File: config.mk
export PLATFORM = sky130hd
export DESIGN_NAME = alarm_trigger
export DESIGN_NICKNAME = d
export VERILOG_FILES = /design/src/rtl/alarm_pkg.sv /design/src/rtl/alarm_match.sv /design/src/rtl/alarm_trigger.sv
export SDC_FILE = /design/constraint.sdc
export NUM_CORES = 1
export LEC_CHECK = 0
export BUFFER_PORTS_ARGS = -buffer_cell sky130_fd_sc_hd__buf_2
export CORE_UTILIZATION = 35
export DETAILED_ROUTE_END_ITERATION = 10
export GPL_TIMING_DRIVEN = 0
export PLACE_DENSITY = 0.66
export REMOVE_ABC_BUFFERS = 1
export SLEW_MARGIN = 20
export SYNTH_ARGS = -nofsm -noshare
export SYNTH_HDL_FRONTEND = slang
export SYNTH_HIERARCHICAL = 1
export SYNTH_SLANG_ARGS = --single-unit
File: constraint.sdc
create_clock -name clk -period 6.3 [get_ports clk]
set_clock_uncertainty 0.15 [all_clocks]
set_input_delay 0.945 -clock clk [delete_from_list [all_inputs] [get_ports clk]]
set_output_delay 0.945 -clock clk [all_outputs]
set_load 0.02 [all_outputs]
File: src/rtl/alarm_pkg.sv
// Shared definitions for the alarm trigger: FSM encoding, BCD time field
// layout and the encodings reported on ring_id.
package alarm_pkg;

  typedef enum logic [1:0] {
    ST_IDLE    = 2'd0,
    ST_RINGING = 2'd1,
    ST_SNOOZE  = 2'd2
  } state_t;

  // BCD time layout: {hour, minute, second}, one byte each
  localparam int FIELD_W  = 8;
  localparam int HOUR_LSB = 16;
  localparam int MIN_LSB  = 8;
  localparam int SEC_LSB  = 0;

  localparam logic [1:0] ID_ALARM1 = 2'd0;
  localparam logic [1:0] ID_ALARM2 = 2'd1;
  localparam logic [1:0] ID_ALARM3 = 2'd2;

  // Exact equality, field by field; digits are not checked for BCD validity
  function automatic logic time_eq(input logic [23:0] a, input logic [23:0] b);
    return (a[HOUR_LSB +: FIELD_W] == b[HOUR_LSB +: FIELD_W]) &&
           (a[MIN_LSB  +: FIELD_W] == b[MIN_LSB  +: FIELD_W]) &&
           (a[SEC_LSB  +: FIELD_W] == b[SEC_LSB  +: FIELD_W]);
  endfunction

endpackage

File: src/rtl/alarm_match.sv
// Three-way alarm/time comparator with fixed priority alarm1 > alarm2 > alarm3.
module alarm_match
  import alarm_pkg::*;
(
  input  logic [23:0] cur_time,
  input  logic [23:0] alarm1_time,
  input  logic [23:0] alarm2_time,
  input  logic [23:0] alarm3_time,
  input  logic [2:0]  alarm_en,
  output logic        hit,
  output logic [1:0]  hit_id
);

  logic [2:0] eq;

  // Per-alarm enabled match, then pick the lowest-numbered winner
  always_comb begin
    eq[0]  = alarm_en[0] && time_eq(cur_time, alarm1_time);
    eq[1]  = alarm_en[1] && time_eq(cur_time, alarm2_time);
    eq[2]  = alarm_en[2] && time_eq(cur_time, alarm3_time);
    hit    = |eq;
    hit_id = ID_ALARM1;
    if (eq[0])      hit_id = ID_ALARM1;
    else if (eq[1]) hit_id = ID_ALARM2;
    else if (eq[2]) hit_id = ID_ALARM3;
  end

endmodule

File: src/rtl/alarm_trigger.sv
// Alarm trigger: starts ringing on an enabled alarm match, supports a bounded
// number of snoozes and auto-stops after RING_SECS seconds of ringing.
//
// state      | meaning
// -----------+-----------------------------------------------------------
// ST_IDLE    | waiting for an enabled alarm to match on a sec_tick
// ST_RINGING | ring=1, buzzer toggles each second, ring counter runs up
// ST_SNOOZE  | silent, snooze counter runs down to the next ring
module alarm_trigger
  import alarm_pkg::*;
#(
  parameter int RING_SECS   = 60,
  parameter int SNOOZE_SECS = 300,
  parameter int MAX_SNOOZE  = 3
) (
  input  logic        clk,
  input  logic        reset_n,
  input  logic        sec_tick,
  input  logic [23:0] cur_time,
  input  logic [23:0] alarm1_time,
  input  logic [23:0] alarm2_time,
  input  logic [23:0] alarm3_time,
  input  logic [2:0]  alarm_en,
  input  logic        stop_pulse,
  input  logic        snooze_pulse,
  output logic        ring,
  output logic        buzzer,
  output logic [1:0]  ring_id,
  output logic        snoozing,
  output logic [1:0]  snooze_left
);

  // A one-second ring would give a zero-width counter; keep at least one bit
  localparam int RW = (RING_SECS > 1) ? $clog2(RING_SECS) : 1;
  localparam int SW = $clog2(SNOOZE_SECS + 1);

  state_t          state, state_n;
  logic [RW-1:0]   ring_cnt, ring_cnt_n;
  logic [SW-1:0]   snz_cnt, snz_cnt_n;
  logic            buzzer_q, buzzer_n;
  logic [1:0]      ring_id_q, ring_id_n;
  logic [1:0]      snz_left_q, snz_left_n;
  logic            hit;
  logic [1:0]      hit_id;
  logic            cur_en;

  alarm_match u_match (
    .cur_time    (cur_time),
    .alarm1_time (alarm1_time),
    .alarm2_time (alarm2_time),
    .alarm3_time (alarm3_time),
    .alarm_en    (alarm_en),
    .hit         (hit),
    .hit_id      (hit_id)
  );

  // Enable bit of the alarm currently owning the event
  always_comb begin
    cur_en = 1'b0;
    case (ring_id_q)
      ID_ALARM1: cur_en = alarm_en[0];
      ID_ALARM2: cur_en = alarm_en[1];
      ID_ALARM3: cur_en = alarm_en[2];
      default:   cur_en = 1'b0;
    endcase
  end

  // State and datapath registers; reset aborts any event in progress
  always_ff @(posedge clk) begin
    if (!reset_n) begin
      state      <= ST_IDLE;
      ring_cnt   <= '0;
      snz_cnt    <= '0;
      buzzer_q   <= 1'b0;
      ring_id_q  <= ID_ALARM1;
      snz_left_q <= 2'd0;
    end else begin
      state      <= state_n;
      ring_cnt   <= ring_cnt_n;
      snz_cnt    <= snz_cnt_n;
      buzzer_q   <= buzzer_n;
      ring_id_q  <= ring_id_n;
      snz_left_q <= snz_left_n;
    end
  end

  // Next-state logic; priority is disable/stop, then snooze, then sec_tick
  always_comb begin
    state_n    = state;
    ring_cnt_n = ring_cnt;
    snz_cnt_n  = snz_cnt;
    buzzer_n   = buzzer_q;
    ring_id_n  = ring_id_q;
    snz_left_n = snz_left_q;
    case (state)
      ST_IDLE: begin
        buzzer_n = 1'b0;
        if (sec_tick && hit) begin
          state_n    = ST_RINGING;
          ring_id_n  = hit_id;
          ring_cnt_n = '0;
          buzzer_n   = 1'b1;
          snz_left_n = 2'(MAX_SNOOZE);
        end
      end
      ST_RINGING: begin
        if (!cur_en || stop_pulse) begin
          state_n  = ST_IDLE;
          buzzer_n = 1'b0;
        end else if (snooze_pulse) begin
          buzzer_n = 1'b0;
          if (snz_left_q != 2'd0) begin
            state_n    = ST_SNOOZE;
            snz_cnt_n  = SW'(SNOOZE_SECS);
            snz_left_n = snz_left_q - 2'd1;
          end else begin
            state_n = ST_IDLE;
          end
        end else if (sec_tick) begin
          if (ring_cnt == RW'(RING_SECS - 1)) begin
            state_n  = ST_IDLE;
            buzzer_n = 1'b0;
          end else begin
            ring_cnt_n = ring_cnt + 1'b1;
            buzzer_n   = ~buzzer_q;
          end
        end
      end
      ST_SNOOZE: begin
        buzzer_n = 1'b0;
        if (!cur_en || stop_pulse) begin
          state_n = ST_IDLE;
        end else if (sec_tick) begin
          if (snz_cnt == SW'(1)) begin
            state_n    = ST_RINGING;
            ring_cnt_n = '0;
            buzzer_n   = 1'b1;
          end else begin
            snz_cnt_n = snz_cnt - 1'b1;
          end
        end
      end
      default: begin
        state_n  = ST_IDLE;
        buzzer_n = 1'b0;
      end
    endcase
  end

  // Outputs come straight from registers so reset forces them low cleanly
  always_comb begin
    ring        = (state == ST_RINGING);
    snoozing    = (state == ST_SNOOZE);
    buzzer      = buzzer_q;
    ring_id     = ring_id_q;
    snooze_left = snz_left_q;
  end

endmodule

==> key figures, run 1 <==
Placement
  – GP Congestion: 0.855
  – Port-buffer cells: 110
  – Placed inst area: 0.00278 sq mm
  – DP Wirelength: 5470 um

Clock network
  – Post-CTS Setup Bufs: 0
  – Max Root-Sink Buffers: 2
  – CTS Buf Count: 3
  – CTS H-tree depth: 1
  – Reg clk slew, reported paths: 0.08 ns
  – TritonCTS clock tree: built
  – Root Buffer: clkbuf_8
  – Resized cells post-CTS: 0
  – Sink Count: 22
  – Hold buffers post-CTS: 0
  – Clk_lat worst skew: 0.26 ns

Global route
  – Initial antenna violation count: 0
  – GRT Overall Usage: 20.7%
  – Largest net degree at the start of global routing: 29
  – Vias in the first global route: 2181
  – First-pass GRT wire length: 10400 um
  – GR Overflow Total: 0

Worst hold path
  – Worst Hold Path Cells: 2
  – HP Class: register to register

Synth
  – Mean Syn Cell Area: 8.17 sq um
  – Top FF cell, synth: dfxtp_1
  – Top cells by area, synth: dfxtp_1 (20%), xor2_1 (15%), xnor2_1 (14%)
  – Yosys reg bits: 22
  – Synth warnings: 6
  – Post-synth EDFFs: 0
  – Cells after Synth: 266
  – Mapped Area: 0.00217 sq mm
  – Synth area leader: dfxtp_1
  – Sequential fraction of the synthesis area: 20.3%
  – Post-synth cell types: 51
  – Area fraction of the dominant cell type after synthesis: 20.3%
  – Async SR Flop Fraction: 0%

Floorplanning
  – Top Ports: 111
  – # rows: 28
  – Core outline area: 0.00596 sq mm
  – Die area: 0.00653 sq mm
  – Die Ht: 80.8 um
  – Die X: 80.8 um
  – Initial Util: 36.5%

Power and ir drop
  – Sequential power share: 40.5%
  – Switching portion of total power: 28.0%
  – Leak Pwr: 1.20 nW
  – Power Internal: 0.247 mW
  – Clock power share: 30.0%
  – PwrDens: 121 mW/mm^2
  – Comb power frac: 29.5%
  – Power, Total: 0.343 mW
  – P_sw: 0.0960 mW
  – Peak VDD IR: 0.0705 mV

Routing
  – WL/cell: 14.6 um
  – DR iter-0 viols: 144
  – Via density per instance: 5.18
  – DRT antenna net count: 0
  – Pre-antenna DRT Iters: 4
  – Vias: 2317
  – # DRC: 0
  – Final WL: 6530 um

Worst setup path
  – Critical path capture point type: register
  – Arrival time of the worst setup path: 3.22 ns
  – Setup crit start kind: primary input
  – Crit Path Max Fanout: 4
  – Worst R2R Path Depth: 5
  – Worst endpoint required time: 6.36 ns
  – CP Class: primary input to register

Timing
  – RSZ-0062 raised after global routing: false
  – Slew @ Worst Pin: 1.00 ns
  – Final TNS setup: 0 ns
  – Fin crit share: 50.1%
  – Slew Limit Fails: 0
  – Slew Limit Headroom: 33.1%
  – Peak Freq: 0.317 GHz
  – Minimum clock period: 3.16 ns
  – Final hold violation count: 0
  – Setup-failing EPs final: 0
  – Hold Slack: 0.347 ns

Final layout
  – Final core utilization: 47.7%
  – Area delta synth->final: 30.6%
  – Number of diodes: 0
  – Final instance area: 0.00284 sq mm
  – Most frequent cells in the layout: buf_2 (110), xor2_1 (37), xnor2_1 (35), dfxtp_1 (22), nand2_1 (16)
  – Nets@finish: 481
  – Most common cell after layout, fill and taps aside: buf_2
  – Share of layout cells above drive strength 1: 32.8%

Run
  – Max-cap violations: 0

Outcome
  – Status: finished, final reports clean
## through the flow
stage,worst slack (ns),instances
after floorplan,3.40,258
after global placement,2.88,443
after detailed placement,2.88,443
after CTS,3.15,447
after global routing,2.88,447
final,3.14,447
## power by group through the flow
| stage | logic, mW | clock network [mW] | registers [mW] |
|---|---|---|---|
| after floorplan | 0.0441 | 0 | 0.142 |
| after global placement | 0.0990 | 0 | 0.142 |
| after detailed placement | 0.100 | 0 | 0.142 |
| after CTS | 0.101 | 0.107 | 0.139 |
| after global routing | 0.110 | 0.116 | 0.139 |
| final | 0.101 | 0.103 | 0.139 |
## cell type report
type	count	area [sq um]
Fill cell	620	3120
Timing Repair Buffer	110	551
Inverter	8	30.0
Clock buffer	4	55.1
Multi-Input combinational cell	228	1670
Tap cell	75	93.8
Sequential cell	22	440
## flip-flops by register name, summed over array words and instances (netlist names)
| signal | count |
|---|---|
| buzzer | 1 |
| snz_cnt | 9 |
| ring_id | 2 |
| snooze_left | 2 |
| state | 2 |
| ring_cnt | 6 |
## cell usage after synthesis (7+ instances only)
master,number
nand3_1,9
dfxtp_1,22
xnor2_1,35
nor3_1,10
xor2_1,37
inv_1,8
nor2_1,11
o21ai_0,7
nand4_1,15
a21oi_1,8
nand2_1,16
nor4_1,10
## final timing paths
check | from | to | slack [ns]
setup / recovery | cur_time[4] | snooze_left[1] | 3.14
hold / removal | snz_cnt[4] | snz_cnt[4] | 0.35
setup reg to reg | state[0] | snz_cnt[6] | 3.61
hold reg to reg | snz_cnt[4] | snz_cnt[4] | 0.35
## logic make-up after synthesis
family,count (synthesis),share of synthesized area (%)
compound gates,48,16.3
simple gates,99,26.9
buf+inv,16,2.94
xor+xnor,72,29.0
mux,5,2.30
fa+ha+maj,4,2.30
flops,22,20.3
## routing by layer
layer  up-vias  wire (um)  GRT usage, %
met2        51       2980          33.5
met4         0        104          3.75
li1       1194          -             -
met5         -          0             0
met1      1062       3210          28.8
met3        10        241          3.60
## worst max-delay path: stages
cell      delay [ns]
buf_2           0.14
xnor2_1         0.23
nand4_1         0.12
nor4_1          0.38
nand4_1         0.22
nand3b_1        0.20
nand2_1         0.08
nor3_1          0.47
o21a_1          0.25
o221a_2         0.19
Note: power is estimated with default switching activity, not from simulation.
==> run 2: changes to the inputs <==
- ABC_AREA: unset -> 1
- PLACE_DENSITY: 0.66 -> 0.64
- clock period: 6.3 -> 2.96 ns (I/O delays scaled with it)
==> run 2 against run 1 <==
Against the previous run: worst setup slack got worse by 2.4 ns; sequential power rose to 3.2 times the previous value; register-to-register slack lost 2.4 ns; clock power rose by 120%; routed wire length increased by 13%; largest cell class unchanged; largest power group is now combinational cells.
==> key figures, run 2 <==
Clock network
  – TritonCTS clock tree: built
  – Clk_lat worst skew: 0.26 ns (about the same)
  – Sink Count: 22 (unchanged)
  – Reg clk slew, reported paths: 0.09 ns (about the same)
  – Hold buffers post-CTS: 0 (unchanged)
  – CTS H-tree depth: 1 (unchanged)
  – CTS Buf Count: 3 (unchanged)
  – Post-CTS Setup Bufs: 0 (unchanged)
  – Root Buffer: clkbuf_8
  – Resized cells post-CTS: 0 (unchanged)
  – Max Root-Sink Buffers: 2 (unchanged)

Final layout
  – Top flop regs: snz_cnt x9, ring_cnt x6
  – Most common cell after layout, fill and taps aside: nand2_1
  – Final core utilization: 46.1% (-1.6 points)
  – # fillers: 833 (+34%)
  – Max reg flops: 9 (unchanged)
  – Share of layout cells above drive strength 1: 25.4% (-7.4 points)
  – Biggest register: snz_cnt
  – Most frequent cells in the layout: nand2_1 (164), buf_2 (110), inv_1 (63), nor2_1 (56), xnor2_1 (33)
  – Area delta synth->final: 27.7%
  – Nets@finish: 692 (+44%)
  – Number of diodes: 0 (unchanged)
  – Finished Layout Cells: 682 (+53%)

Synth
  – Post-synth cell types: 34 (-33%)
  – Cells after Synth: 471 (+77%)
  – Mean Syn Cell Area: 5.53 sq um (-32%)
  – Async SR Flop Fraction: 0% (unchanged)
  – Synth top cells by count: nand2_1 (164), inv_1 (63), nor2_1 (56)
  – Synth warnings: 6 (unchanged)
  – Count leader, synth: nand2_1
  – Sequential fraction of the synthesis area: 16.9% (-3.3 points)
  – Area fraction of the dominant cell type after synthesis: 23.7% (+3.4 points)
  – Top cells by area, synth: nand2_1 (24%), dfxtp_1 (17%), xnor2_1 (11%)
  – Synth area leader: nand2_1
  – Post-synth EDFFs: 0 (unchanged)
  – Top FF cell, synth: dfxtp_1
  – Mapped Area: 0.00260 sq mm (+20%)
  – Yosys reg bits: 22 (unchanged)

Power and ir drop
  – Peak VDD IR: 0.289 mV (+310%)
  – Leak Pwr: 1.76 nW (+47%)
  – PwrDens: 524 mW/mm^2 (+330%)

Floorplanning
  – Die X: 88.2 um (+9.2%)
  – Die Ht: 88.2 um (+9.2%)
  – Initial Util: 36.1% (-0.42 points)
  – Core outline area: 0.00721 sq mm (+21%)
  – # rows: 31 (+11%)
  – Die area: 0.00778 sq mm (+19%)
  – Top Ports: 111 (unchanged)

Routing
  – WL/cell: 10.8 um (-26%)
  – Final WL: 7380 um (+13%)
  – # DRC: 0 (unchanged)
  – Pre-antenna DRT Iters: 4 (unchanged)
  – DR iter-0 viols: 104 (-28%)
  – Vias: 3093 (+33%)
  – Via density per instance: 4.54 (-13%)
  – DRT antenna net count: 0 (unchanged)

Worst setup path
  – Worst endpoint required time: 2.98 ns (-3.38 ns)
  – CP Class: primary input to register
  – Crit Path Max Fanout: 8 (+4)
  – Setup crit start kind: primary input
  – Critical path capture point type: register
  – Arrival time of the worst setup path: 2.26 ns (-0.96 ns)

Timing
  – Final hold violation count: 0 (unchanged)
  – Hold Slack: 0.336 ns (-0.0105 ns)
  – Slew Limit Fails: 0 (unchanged)
  – Minimum clock period: 2.24 ns
  – Fin crit share: 75.7%
  – Peak Freq: 0.446 GHz
  – Slew Limit Headroom: 71.7% (+39 points)
  – Slew @ Worst Pin: 0.424 ns (-0.578 ns)
  – Setup-failing EPs final: 0 (unchanged)
  – RSZ-0062 raised after global routing: false
  – Final Worst Setup Slack: 0.719 ns (-2.42 ns)
  – Final TNS setup: 0 ns (unchanged)

Global route
  – GR Overflow Total: 0 (unchanged)
  – GRT Overall Usage: 19.5% (-1.2 points)
  – First-pass GRT wire length: 12100 um (+16%)
  – Initial antenna violation count: 0 (unchanged)
  – Largest net degree at the start of global routing: 13 (-55%)
  – Vias in the first global route: 2832 (+30%)

Placement
  – GP Congestion: 1.01 (+18%)
  – Pre-CTS WS: 0.427 ns (-2.45 ns)
  – Port-buffer cells: 110 (unchanged)
  – Placed insts: 678 (+53%)
  – DP Wirelength: 6320 um (+15%)

Worst hold path
  – HP Class: register to register

Outcome
  – Status: finished, final reports clean

Run
  – Max-cap violations: 0 (unchanged)
==> run 2: cell count changes after synthesis, sizes merged, moves of 15 or more <==
cell   delta
nor2     +53
inv      +65
nand2   +155
nand3    +21
xor2     -33
a21oi    +15
==> run 2: final timing paths <==
path,cells past startpoint,slack (ns),from,to
max,17,0.72,cur_time[20],ring_cnt[0]
min reg2reg,2,0.34,snooze_left[1],snooze_left[1]
min,2,0.34,snooze_left[1],snooze_left[1]
max reg2reg,11,1.21,snz_cnt[1],ring_cnt[0]
==> run 2: metrics by stage <==
| stage | area (sq um) | power, mW |
|---|---|---|
| after global placement | 3270 | 1.50 |
| after global routing | 3320 | 1.92 |
| final | 3320 | 1.74 |
| after detailed placement | 3270 | 1.53 |
| after CTS | 3320 | 1.76 |
| after floorplan | 2590 | 1.26 |
==> run 2: cell families after synthesis <==
kind of cell	Yosys count	share of synthesized area (%)
fa+ha+maj	4	1.92
buf+inv	79	11.7
xor+xnor	37	12.5
flops	22	16.9
simple gates	280	46.5
compound gates	49	10.4
==> run 2: cell type report <==
type	instances	area, sq um	share of cell area [%]
Sequential cell	22	440	13.3
Inverter	77	297	8.92
Clock buffer	4	55.1	1.66
Tap cell	99	124	3.73
Multi-Input combinational cell	370	1860	55.9
Timing Repair Buffer	110	551	16.6
==> run 2: routing by layer <==
metal / vias up / wire, um / track usage (%)
met5: - / 0 / 0
met4: 0 / 140 / 4.55
met3: 12 / 380 / 3.08
met2: 86 / 3440 / 34.3
met1: 1328 / 3420 / 25.0
li1: 1667 / - / -
==> run 2: power by group <==
group / leakage (nW) / switching [mW] / internal, mW
Sequential: 0.179 / 0.0786 / 0.371
Clock: 0.0288 / 0.104 / 0.119
Combinational: 1.56 / 0.659 / 0.411
Total: 1.76 / 0.842 / 0.901
==> run 2: worst max-delay path: stages <==
cell and delay, ns:
buf_2 0.13, xnor2_1 0.25, nand2_1 0.08, nor2_1 0.12
nand2_1 0.06, nor2_1 0.10, nand2_1 0.08, nand3_1 0.10
nand2_1 0.06, nand2_1 0.08, nand2_1 0.05, nor2_1 0.20
nand3_2 0.13, nor2_4 0.19, nand2_1 0.07, nand2_1 0.06
nor2_1 0.04
